--- config.mk ---
export PLATFORM = sky130hd
export DESIGN_NAME = tree_mid_level
export DESIGN_NICKNAME = d
export VERILOG_FILES = /design/src/rtl/tree_pkg.sv /design/src/rtl/tree_node_ram.sv /design/src/rtl/tree_mid_level.sv
export SDC_FILE = /design/constraint.sdc
export NUM_CORES = 1
export LEC_CHECK = 0
export CORE_UTILIZATION = 35
export DETAILED_ROUTE_END_ITERATION = 12
export SYNTH_ARGS = -nofsm -noshare
export SYNTH_HDL_FRONTEND = slang
export SYNTH_HIERARCHICAL = 1
export SYNTH_SLANG_ARGS = --single-unit
--- constraint.sdc ---
create_clock -name clk -period 3.35 [get_ports clk]
set_input_delay 0.335 -clock clk [delete_from_list [all_inputs] [get_ports clk]]
set_output_delay 0.335 -clock clk [all_outputs]
set_load 0.02 [all_outputs]
--- src/rtl/tree_pkg.sv ---
// Shared definitions for the pipelined decision-tree classifier stages.
// Heap layout: level l holds nodes 2^l-1 .. 2^(l+1)-2, addressed with l+1 index bits.
package tree_pkg;

   localparam int KEY_W = 16;

   function automatic int level_base(input int l);
      return (1 << l) - 1;
   endfunction

   function automatic int idx_w(input int l);
      return l + 1;
   endfunction

endpackage

--- src/rtl/tree_node_ram.sv ---
// Per-level threshold store: one write port, one registered read port.
// A same-address write and read in one cycle returns the data being written.
module tree_node_ram
   import tree_pkg::*;
#(
   parameter int ADDR_W = 1,
   parameter int DATA_W = KEY_W
) (
   input  logic              clk,
   input  logic              we,
   input  logic [ADDR_W-1:0] waddr,
   input  logic [DATA_W-1:0] wdata,
   input  logic [ADDR_W-1:0] raddr,
   output logic [DATA_W-1:0] rdata
);

   localparam int DEPTH = 1 << ADDR_W;

   if (ADDR_W <= 10) begin : g_dist
      (* ram_style = "distributed" *) logic [DATA_W-1:0] mem_r [DEPTH];

      // Write port plus write-first synchronous read
      always_ff @(posedge clk) begin
         if (we) begin
            mem_r[waddr] <= wdata;
         end
         rdata <= (we && (waddr == raddr)) ? wdata : mem_r[raddr];
      end
   end else begin : g_block
      (* ram_style = "block" *) logic [DATA_W-1:0] mem_r [DEPTH];

      // Write port plus write-first synchronous read
      always_ff @(posedge clk) begin
         if (we) begin
            mem_r[waddr] <= wdata;
         end
         rdata <= (we && (waddr == raddr)) ? wdata : mem_r[raddr];
      end
   end

endmodule

--- src/rtl/tree_mid_level.sv ---
// Interior decision-tree stage: looks up the node threshold, compares it with the key
// and emits the child heap index two cycles later. Thresholds are loaded via cfg_*.
module tree_mid_level
   import tree_pkg::*;
#(
   parameter int level       = 1,
   parameter int total_level = 12,
   parameter int KEY_W       = tree_pkg::KEY_W
) (
   input  logic                       clk,
   input  logic                       rst,
   input  logic [KEY_W-1:0]           Key_in,
   input  logic [idx_w(level)-1:0]    Index_in,
   input  logic                       valid_in,
   input  logic                       cfg_we,
   input  logic [level-1:0]           cfg_addr,
   input  logic [KEY_W-1:0]           cfg_data,
   output logic [KEY_W-1:0]           Key_out,
   output logic [level+1:0]           Index_out,
   output logic                       valid_out,
   output logic                       err_out
);

   localparam int IW = idx_w(level);
   localparam int OW = level + 2;
   localparam logic [IW-1:0] BASE = IW'(level_base(level));
   localparam logic [IW-1:0] TOP  = IW'(2 * level_base(level));
   localparam logic [OW-1:0] ONE  = OW'(1);
   localparam logic [OW-1:0] TWO  = OW'(2);

   if ((level < 1) || (level >= total_level)) begin : g_level_check
      $error("tree_mid_level: level must lie in 1 .. total_level-1");
   end

   logic [level-1:0] slot_s;
   logic             in_range_s;
   logic [KEY_W-1:0] thr_s;
   logic             lt_s;
   logic [OW-1:0]    child_s;

   logic [KEY_W-1:0] s1_key_r;
   logic [IW-1:0]    s1_idx_r;
   logic             s1_valid_r;
   logic             s1_err_r;

   // S1 slot decode and range check; the low bits of the subtraction give the slot
   always_comb begin
      slot_s     = Index_in[level-1:0] - BASE[level-1:0];
      in_range_s = (Index_in >= BASE) && (Index_in <= TOP);
   end

   tree_node_ram #(
      .ADDR_W (level),
      .DATA_W (KEY_W)
   ) u_node_ram (
      .clk   (clk),
      .we    (cfg_we),
      .waddr (cfg_addr),
      .wdata (cfg_data),
      .raddr (slot_s),
      .rdata (thr_s)
   );

   // S1 pipeline registers, aligned with the RAM read
   always_ff @(posedge clk) begin
      if (rst) begin
         s1_key_r   <= {KEY_W{1'b0}};
         s1_idx_r   <= {IW{1'b0}};
         s1_valid_r <= 1'b0;
         s1_err_r   <= 1'b0;
      end else begin
         s1_key_r   <= Key_in;
         s1_idx_r   <= Index_in;
         s1_valid_r <= valid_in;
         s1_err_r   <= valid_in && !in_range_s;
      end
   end

   // S2 unsigned compare and child index 2*i+1 (left) or 2*i+2 (right)
   always_comb begin
      lt_s    = s1_key_r < thr_s;
      child_s = {s1_idx_r, 1'b0} + (lt_s ? ONE : TWO);
   end

   // S2 output registers; index forced to zero for bubbles and out-of-range beats
   always_ff @(posedge clk) begin
      if (rst) begin
         Key_out   <= {KEY_W{1'b0}};
         Index_out <= {OW{1'b0}};
         valid_out <= 1'b0;
         err_out   <= 1'b0;
      end else begin
         Key_out   <= s1_key_r;
         Index_out <= (s1_valid_r && !s1_err_r) ? child_s : {OW{1'b0}};
         valid_out <= s1_valid_r;
         err_out   <= s1_err_r;
      end
   end

endmodule

==> run metrics <==
TritonCTS clock tree=done; max-slew violation count=0; fin crit period=about 2700 ps; Crit. End Element=register; clk root buf=clkbuf_8; Max-Cap Viols=0; leakage power=between 0.001 and 0.0015 uW; critical path type=reg2reg; # resized after CTS=0; CTS buffer count=9; starting density of the core=0.360; syn_area_per_cell=14.1 sq um; DP HPWL=around 3300 um; non-filler cells, final=roughly 370; total congestion overflow=0; H-tree depth=3; CTS Hold Bufs=0; GR Util All Layers=0.123; post-synthesis cell type count=28; # IOs=60; CTS clk-pin slew, worst paths=around 70 ps; DRT antenna net count=0; Synth Register Bits=74; antenna cells=0; crit path DAT=~3000 ps; Power Dens Cells=558 mW/mm^2; post-synth top area cell=edfxtp_1; Slew @ Worst Pin=731 ps; sequential area share after synthesis=0.652; clk_lat worst skew=between 300 and 400 ps; initial antenna violation count=0; Peak VDD IR=about 0.25 mV; largest net degree at the start of global routing=38; capturing point of the worst reg2reg path=Index_out[2]; RSZ-0062 raised after global routing=false; Syn Inst Count=196; status=finished clean; Pre-Repair DR Iteration Count=4; syn nets=251; Placed Cells=around 360; Syn Std Cell Area=about 0.0028 sq mm; Worst R2R Path Depth=11; main area contributors after synthesis=edfxtp_1 (35%), dfxtp_1 (30%), nor2b_1 (8.6%), ha_1 (7.2%), mux2_4 (5.4%); layout cells sized above 1=0.126; postcts setup bufs=0; Row Count=32; max_slew headroom=0.512; die width=90.9 um; gp weighted congestion=around 0.75; Final Cycle Share=0.811; hold crit path type=reg2reg; drt initial violations=50; CP Max Fanout=9; Via-to-Cell Ratio=4.18; Routed wire per std cell=roughly 12 um; DRC Markers=0; Hold Crit Depth=1; r2r setup slk=roughly 630 ps; die area=around 0.0083 sq mm; Vias=approximately 1500; vias in the first global route=between 1500 and 2000; Worst Hold Launch=s1_valid_r; Warnings, synthesis=6; Crit path required time=around 3600 ps; nets=319; post-synth top area share=0.348; final wirelength=roughly 4500 um; Max Freq=between 0.3 and 0.4 GHz; CTS Buffer Depth=2; Area growth syn-to-layout=34.5%; final setup skew=around 6.3 ps; setup_tns=0 ps; global-route wire length before repair=between 7000 and 8000 um; IO buf count=59; hold path endpoint=valid_out; # setup viols final=0; Hold Fails Final Rpt=0; Worst setup SP type=register; core area=0.00769 sq mm; Die Y=90.9 um; clock sink total=74
synth_stat cells:
cell       number
dfxtp_1        42
nor2b_1        38
edfxtp_1       32
ha_1           16
inv_1          16
mux2_4         10
mux2_2          6
a21oi_1         5
and2_1          4
nor2_1          4
clkbuf_1        3
nand4_1         3
nand2_1         2
a2111oi_1       1
a2bb2oi_1       1
a311oi_1        1
and4b_1         1
buf_12          1
buf_6           1
nand2b_1        1
nand2b_2        1
nand3b_1        1
o21a_1          1
o21ai_0         1
o41ai_2         1
or2_1           1
xnor2_1         1
xor2_1          1
routing by layer:
metal,global-route usage,up-vias,share of wire
li1,-,800,-
met1,0.156,699,0.47
met2,0.181,41,0.46
met3,0.0379,9,0.048
met4,0.0833,0,0.023
met5,0,-,0
worst max path at each step:
stage / end / cells after the start
after floorplan: Index_out[2] / 12
after global placement: Index_out[2] / 9
after detailed placement: Index_out[2] / 11
after CTS: Index_out[2] / 11
after global routing: Index_out[2] / 11
final: Index_out[2] / 11
cell usage in the layout (no fill, tap or decap), types with 2 or more instances in the layout:
cell / Yosys / routed
bufinv_16: 0 / 4
nor2b_1: 38 / 38
mux2_4: 10 / 10
buf_4: 0 / 3
mux2_2: 6 / 6
edfxtp_1: 32 / 32
clkinv_1: 0 / 3
ha_1: 16 / 16
a21oi_1: 5 / 5
nand2_1: 2 / 2
inv_1: 16 / 16
nand4_1: 3 / 3
nor2_1: 4 / 4
dfxtp_1: 42 / 42
and2_1: 4 / 4
clkdlybuf4s50_1: 0 / 59
clkbuf_8: 0 / 9
kinds of logic after synthesis:
group,after synthesis,synth area share
simple gates,56,0.124
fa+ha+maj,16,0.0724
compound gates,11,0.0294
flops,74,0.652
buf+inv,21,0.0371
mux,16,0.0788
xor+xnor,2,0.00634
area by class of cell:
class                   instances  area, sq um
repair buffers                 62          613
inverters                      16         60.1
flip-flops and latches         74         1800
clock inverters                 7          131
clock buffers                   9          124
well taps                     102          128
fillers                       731         3970
multi-input cells             101          860
stage by stage:
stage               hold slack [ps]  power (uW)  cell area (sq um)  worst slack [ps]  utilization
finish                          461        2080               3720               632        0.484
global route                    477        2170               3720               357        0.484
CTS                             466        2110               3720               605        0.484
detailed placement              449        1230               3460               635        0.450
global placement                452        1230               3460               709        0.450
floorplan                       407        1140               2760              1050            -
registers in the layout (all words and copies together) (netlist names), named ones only:
| register | flops |
|---|---|
| s1_key_r | 16 |
| valid_out | 1 |
| s1_idx_r | 2 |
| err_out | 1 |
| s1_valid_r | 1 |
| Index_out | 3 |
| s1_err_r | 1 |
| u_node_ram/g_dist.mem_r | 32 |
| Key_out | 16 |
worst max-delay path, stage by stage, from the launching register on:
cell	delay (ps)
dfxtp_1	570
buf_4	280
mux2_4	310
inv_1	60
ha_1	250
a21oi_1	160
nor2_1	50
a311oi_1	300
nand3b_1	120
ha_1	220
xor2_1	150
and2_1	140
power by group:
part	leakage [uW]	switching [uW]	internal (uW)
clock	0.000126	304	562
sequential	0.000648	17.8	993
combinational	0.000717	82.4	116
(Power assumes the default switching activity.)
